--- src/rtl/reset_seq_pkg.sv ---
// Shared types and helpers for the reset domain sequencer.
// State encoding, lock filter length and counter sizing.
package reset_seq_pkg;

  typedef enum logic [2:0] {
    ST_ASSERT    = 3'd0,
    ST_WAIT_LOCK = 3'd1,
    ST_HOLD      = 3'd2,
    ST_RELEASE   = 3'd3,
    ST_WAIT_ACK  = 3'd4,
    ST_RUN       = 3'd5,
    ST_ERROR     = 3'd6
  } seq_state_e;

  localparam int LOCK_FILTER_LEN = 16;

  function automatic int cnt_width(input int a, input int b);
    int m;
    int w;
    m = (a > b) ? a : b;
    w = 1;
    while ((1 << w) < m) w++;
    return w;
  endfunction

endpackage

--- src/rtl/reset_seq_sync.sv ---
// Multi-stage synchronizer with asynchronous clear.
// Brings pll_locked and domain_ack into the control clock domain.
module reset_seq_sync #(
  parameter int WIDTH  = 1,
  parameter int STAGES = 2
) (
  input  logic             clock,
  input  logic             areset,
  input  logic [WIDTH-1:0] d,
  output logic [WIDTH-1:0] q
);

  logic [STAGES-1:0][WIDTH-1:0] ff;

  // shift the input through the flop chain, cleared on areset
  always_ff @(posedge clock or posedge areset) begin
    if (areset) ff <= '0;
    else        ff <= {ff[STAGES-2:0], d};
  end

  assign q = ff[STAGES-1];

endmodule

--- src/rtl/reset_domain_sequencer.sv ---
// Sequences reset release across clock domains after PLL lock.
// Optional lock filter: define RESET_SEQ_LOCK_FILTER_EN.
module reset_domain_sequencer
  import reset_seq_pkg::*;
#(
  parameter int N_DOMAINS   = 4,
  parameter int HOLD_CYCLES = 256,
  parameter int ACK_TIMEOUT = 4096,
  parameter int SYNC_STAGES = 2
) (
  input  logic                 clock,
  input  logic                 areset,
  input  logic                 pll_locked,
  input  logic                 sw_reset_req,
  input  logic [N_DOMAINS-1:0] domain_ack,
  output logic [N_DOMAINS-1:0] domain_reset,
  output logic                 all_ready,
  output logic [2:0]           seq_state,
  output logic                 err_timeout,
  output logic [2:0]           err_domain
);

  localparam int CW = cnt_width(HOLD_CYCLES, ACK_TIMEOUT);
  localparam int IW = (N_DOMAINS > 1) ? $clog2(N_DOMAINS) : 1;

  localparam logic [N_DOMAINS-1:0] ALL_ONES = '1;
  localparam logic [N_DOMAINS-1:0] ONE = N_DOMAINS'(1);
  localparam logic [CW-1:0] HOLD_LAST = CW'(HOLD_CYCLES - 1);
  localparam logic [CW-1:0] ACK_LAST  = CW'(ACK_TIMEOUT - 1);
  localparam logic [IW-1:0] IDX_LAST  = IW'(N_DOMAINS - 1);

  seq_state_e state_q, state_d;
  logic [CW-1:0] cnt_q, cnt_d;
  logic [IW-1:0] idx_q, idx_d;
  logic [N_DOMAINS-1:0] dr_q, dr_d;
  logic err_q, err_d;
  logic [2:0] errd_q, errd_d;

  logic lock_s;
  logic [N_DOMAINS-1:0] ack_s;
  logic ack_cur;
  logic lock_go;

  reset_seq_sync #(
    .WIDTH (1),
    .STAGES(SYNC_STAGES)
  ) u_lock_sync (
    .clock (clock),
    .areset(areset),
    .d     (pll_locked),
    .q     (lock_s)
  );

  reset_seq_sync #(
    .WIDTH (N_DOMAINS),
    .STAGES(SYNC_STAGES)
  ) u_ack_sync (
    .clock (clock),
    .areset(areset),
    .d     (domain_ack),
    .q     (ack_s)
  );

  assign ack_cur = ack_s[idx_q];

`ifdef RESET_SEQ_LOCK_FILTER_EN
  logic [4:0] filt_q, filt_d;
  assign lock_go = lock_s && (filt_q == 5'(LOCK_FILTER_LEN - 1));
`else
  assign lock_go = lock_s;
`endif

  // state, counters and registered reset outputs
  always_ff @(posedge clock or posedge areset) begin
    if (areset) begin
      state_q <= ST_ASSERT;
      cnt_q   <= '0;
      idx_q   <= '0;
      dr_q    <= ALL_ONES;
      err_q   <= 1'b0;
      errd_q  <= '0;
`ifdef RESET_SEQ_LOCK_FILTER_EN
      filt_q  <= '0;
`endif
    end else begin
      state_q <= state_d;
      cnt_q   <= cnt_d;
      idx_q   <= idx_d;
      dr_q    <= dr_d;
      err_q   <= err_d;
      errd_q  <= errd_d;
`ifdef RESET_SEQ_LOCK_FILTER_EN
      filt_q  <= filt_d;
`endif
    end
  end

  // next-state, counter and reset-mask decisions
  always_comb begin
    state_d = state_q;
    cnt_d   = cnt_q;
    idx_d   = idx_q;
    dr_d    = dr_q;
    err_d   = err_q;
    errd_d  = errd_q;
`ifdef RESET_SEQ_LOCK_FILTER_EN
    filt_d  = '0;
`endif
    if (state_q != ST_ASSERT && sw_reset_req) begin
      state_d = ST_ASSERT;
      err_d   = 1'b0;
      dr_d    = ALL_ONES;
    end else begin
      unique case (state_q)
        ST_ASSERT: begin
          state_d = ST_WAIT_LOCK;
          dr_d    = ALL_ONES;
          idx_d   = '0;
          cnt_d   = '0;
        end
        ST_WAIT_LOCK: begin
          dr_d  = ALL_ONES;
          idx_d = '0;
          cnt_d = '0;
`ifdef RESET_SEQ_LOCK_FILTER_EN
          if (lock_s && !lock_go) filt_d = filt_q + 5'd1;
`endif
          if (lock_go) state_d = ST_HOLD;
        end
        ST_HOLD: begin
          if (!lock_s) begin
            state_d = ST_WAIT_LOCK;
            dr_d    = ALL_ONES;
          end else if (cnt_q == HOLD_LAST) begin
            state_d = ST_RELEASE;
          end else begin
            cnt_d = cnt_q + 1'b1;
          end
        end
        ST_RELEASE: begin
          if (!lock_s) begin
            state_d = ST_WAIT_LOCK;
            dr_d    = ALL_ONES;
          end else begin
            dr_d    = dr_q & ~(ONE << idx_q);
            cnt_d   = '0;
            state_d = ST_WAIT_ACK;
          end
        end
        ST_WAIT_ACK: begin
          if (!lock_s) begin
            state_d = ST_WAIT_LOCK;
            dr_d    = ALL_ONES;
          end else if (ack_cur) begin
            if (idx_q == IDX_LAST) begin
              state_d = ST_RUN;
              dr_d    = '0;
            end else begin
              idx_d   = idx_q + 1'b1;
              state_d = ST_RELEASE;
            end
          end else if (cnt_q == ACK_LAST) begin
            state_d = ST_ERROR;
            err_d   = 1'b1;
            errd_d  = 3'(idx_q);
            dr_d    = ALL_ONES;
          end else begin
            cnt_d = cnt_q + 1'b1;
          end
        end
        ST_RUN: begin
          if (!lock_s) begin
            state_d = ST_WAIT_LOCK;
            dr_d    = ALL_ONES;
          end else begin
            dr_d = '0;
          end
        end
        ST_ERROR: begin
          dr_d = ALL_ONES;
          if (lock_s && ack_s == '0) state_d = ST_ASSERT;
        end
        default: begin
          state_d = ST_ASSERT;
          dr_d    = ALL_ONES;
        end
      endcase
    end
  end

  assign domain_reset = dr_q;
  assign all_ready    = (state_q == ST_RUN);
  assign seq_state    = state_q;
  assign err_timeout  = err_q;
  assign err_domain   = errd_q;

endmodule

--- config.mk ---
export PLATFORM = sky130hd
export DESIGN_NAME = reset_domain_sequencer
export DESIGN_NICKNAME = d
export VERILOG_FILES = /design/src/rtl/reset_seq_pkg.sv /design/src/rtl/reset_seq_sync.sv /design/src/rtl/reset_domain_sequencer.sv
export SDC_FILE = /design/constraint.sdc
export NUM_CORES = 1
export LEC_CHECK = 0
export CORE_MARGIN = 2
export CORE_UTILIZATION = 50
export DETAILED_ROUTE_END_ITERATION = 16
export PLACE_DENSITY = 0.78
export SYNTH_ARGS = -nofsm -noshare
export SYNTH_HDL_FRONTEND = slang
export SYNTH_SLANG_ARGS = --single-unit
--- constraint.sdc ---
create_clock -name clock -period 2.23 [get_ports clock]
set_input_delay 0.669 -clock clock [delete_from_list [all_inputs] [get_ports clock]]
set_output_delay 0.669 -clock clock [all_outputs]
set_load 0.01 [all_outputs]
==> impl_metrics.tcl <==
set metrics [dict create \
    drive_gt1_frac 0.208 \
    synthDominantCellAreaShare 0.404 \
    critPathKind "flip-flop to flip-flop" \
    final_hold_fails 0 \
    design.core.area_mm2 0.00361 \
    critical-path-slowest-cell "sky130_fd_sc_hd__mux4_2" \
    worstReg2RegStart "idx_q[0]" \
    synth_common_cells "sky130_fd_sc_hd__dfrtp_1, sky130_fd_sc_hd__o21ai_0, sky130_fd_sc_hd__nand2_1, sky130_fd_sc_hd__nor2_1, sky130_fd_sc_hd__inv_1" \
    number_of_flops_mapped_to_enable_cells_by_yosys 0 \
    dr.pass1.iters 4 \
    finalSetupTns_ps 0 \
    ir_drop_v 0.000545 \
    grt_start_max_net_pins 35 \
    htree_num_levels 2 \
    critical_path_peak_fanout 7 \
    clock_sink_count 34 \
    period_utilization_post_route 0.970 \
    primary_flip_flop_cell_chosen_by_synthesis_mapping "sky130_fd_sc_hd__dfrtp_1" \
    drt_iter0_markers 91 \
    clock_latency_ps 290 \
    nFillCells 283 \
    post-route-worst-setup-slack_ps 67.2 \
    leakagePower_nw 1.00 \
    synth_top_cell_by_area "sky130_fd_sc_hd__dfrtp_1" \
    grt_usage 0.221 \
    timing.reg2reg.setup_slack_ps 70 \
    max-cap-violations 0 \
    worstSetupStartpoint "idx_q[0]" \
    first_global_vias 1593 \
    synthesis.nets 212 \
    placement.setup.worst_slack_ps -283 \
    hold_buffers 0 \
    mappedNetlistArea_mm2 0.00186 \
    seq_area_um2 857 \
    finalWeightedCongestion 0.810 \
    synthDistinctLibCells 49 \
    slowest_delay_ps 520 \
    critical_path.endpoint_type "flip-flop" \
    die-width_um 65.0 \
    rsz0062_at_grt "true" \
    run_status "complete, no violations" \
    place.port_buffers 18 \
    grt_overflow_total 0 \
    boundaryPins 20 \
    synth_warnings 0 \
    routed_via_density 5.81 \
    clk_path_buf_depth 2 \
    drcViolationCount 0 \
    r2r_depth 6 \
    dr_total_vias 1650 \
    total_die_area_mm2 0.00422 \
    clock-root-buffer "sky130_fd_sc_hd__clkbuf_8" \
    dp_hpwl_um 2880 \
    route.detailed.wl_per_inst_um 14.5 \
    setup-violations-final 0 \
    layout_min_cycle_time_ps 2160 \
    placementRows 22 \
    hold_ws_ps 344 \
    cts_made_buffers 5 \
    final_core_util 0.656 \
    syn_avg_cell_area_um2 9.34 \
    power.density_cell_area_mw_per_mm2 893 \
    initial_utilization 0.515 \
    yosysMostFrequentCell "sky130_fd_sc_hd__dfrtp_1" \
    path_cells "mux4_2, o31a_1, a211o_4, buf_4, o31ai_1, o21ai_0" \
    timing.critical_path.required_ps 2390 \
    synthTopCellsByArea "sky130_fd_sc_hd__dfrtp_1, sky130_fd_sc_hd__dfstp_2, sky130_fd_sc_hd__o21ai_0" \
    area.growth.synth_to_final_pct 27.3 \
    final.setup_skew_ps 8.69 \
    end_of_the_worst_register_to_register_path "cnt_q[2]" \
    setup.worst_path.start_class "flip-flop" \
    residual_antenna_violating_net_count_after_detailed_routing 0 \
    design.final.nets 248 \
    post_synth_inst_count 199 \
    synthArstFlopShare 1.00 \
    drt-total-wl_um 4110 \
    synth_sequential_area_ratio 0.461 \
    clock_tree_from_tritoncts "done" \
    area_of_the_multi_input_gates_um2 935 \
    antenna_cells 0 \
    worst_ep_arrival_time_ps 2320 \
    min-delay-path-class "flip-flop to flip-flop" \
    grt_antenna_before_repair 0 \
    ys_ff_latch 34 \
    critical_path.endpoint "cnt_q[2]" \
    die_height_um 65.0 \
    final_max_slew_viol_count 0 \
    achievable-frequency_mhz 462 \
    clk_pin_slew_ps 80 \
    global_route_wire_length_before_repair_um 7110 \
]
-- cells in the final DEF (no fill, tap or decap), drive strengths merged, types with 2 or more instances in the layout --
cell	instances
a41oi	2
a21o	5
dfrtp	30
nor4	4
dfstp	4
inv	12
nand2b	5
nor2	15
nor3	3
nor2b	2
a21boi	2
o31ai	12
o21ai	19
o211ai	2
a21oi	7
a31oi	3
o41ai	4
nand3	10
clkbuf	5
clkdlybuf4s50	16
clkinvlp	2
ha	5
nand2	15
nand4	4
buf	23
-- where the power goes --
| group | switching, mW | total (mW) | internal, mW |
|---|---|---|---|
| Sequential | 0.0479 | 0.722 | 0.674 |
| Clock | 0.236 | 0.568 | 0.332 |
| Combinational | 0.442 | 0.822 | 0.380 |
-- kinds of logic after synthesis --
family	after synthesis	synth area share
muxes	3	0.0236
other	1	0.00202
xor gates and xnor gates	1	0.00471
and+or+nand+nor	67	0.187
DFF	34	0.461
buffers and inverters	24	0.0512
AOI/OAI and AO/OA	64	0.238
adders and majority gates	5	0.0337
-- worst max-delay path, delay by kind of cell, from the launching register on --
family                 cells  cell delay, ps
AO/OA/AOI/OAI              4             960
multiplexers               1             520
flip-flops                 1             380
buffers and inverters      1             160
-- flip-flops by register name, indices dropped and copies added, names as in the netlist --
signal          cells
u_ack_sync.q        4
idx_q               2
u_ack_sync.ff       4
u_lock_sync.q       1
domain_reset        4
err_timeout         1
u_lock_sync.ff      1
cnt_q              12
err_domain          2
seq_state           3
-- worst min path at each step --
stage / cells after the start / end / startpoint / slack (ps)
2_1_floorplan: 0 / u_ack_sync.q[0] / u_ack_sync.ff[0] / 330
3_3_place_gp: 0 / u_lock_sync.q / u_lock_sync.ff[0] / 330
3_5_place_dp: 0 / u_ack_sync.q[2] / u_ack_sync.ff[2] / 340
4_1_cts: 0 / u_ack_sync.q[0] / u_ack_sync.ff[0] / 350
5_1_grt: 0 / u_ack_sync.q[0] / u_ack_sync.ff[0] / 370
6_report: 0 / u_ack_sync.q[0] / u_ack_sync.ff[0] / 340
-- final cells by class --
cell class	count	area share
clock buffer	5	0.0291
sequential	34	0.362
clock inverter	3	0.0190
multi-input combinational	141	0.395
timing repair buffer	41	0.150
inverter	12	0.0190
tap	48	0.0254
-- per-stage QoR --
stage | instance area (µm²) | std cells | power (mW)
3_5_place_dp | 2210 | 275 | 1.50
6_report | 2360 | 284 | 2.11
3_3_place_gp | 2210 | 275 | 1.48
4_1_cts | 2330 | 283 | 2.08
2_1_floorplan | 1860 | 199 | 1.19
5_1_grt | 2360 | 284 | 2.23
-- metal layers --
metal	up-vias	wire length (µm)	track usage
met2	46	2050	0.365
met4	0	51	0.0957
met5	-	0	0
met1	805	1800	0.272
met3	4	210	0.0573
li1	795	-	-
-- what timing repair did --
action / 4_1_cts / 5_1_grt
resized for setup: 4 / 7
pin swaps: 1 / 3
setup buffers: 0 / 1
endpoints found under the setup margin: 4 / 14
Note: power is estimated with default switching activity, not from simulation.
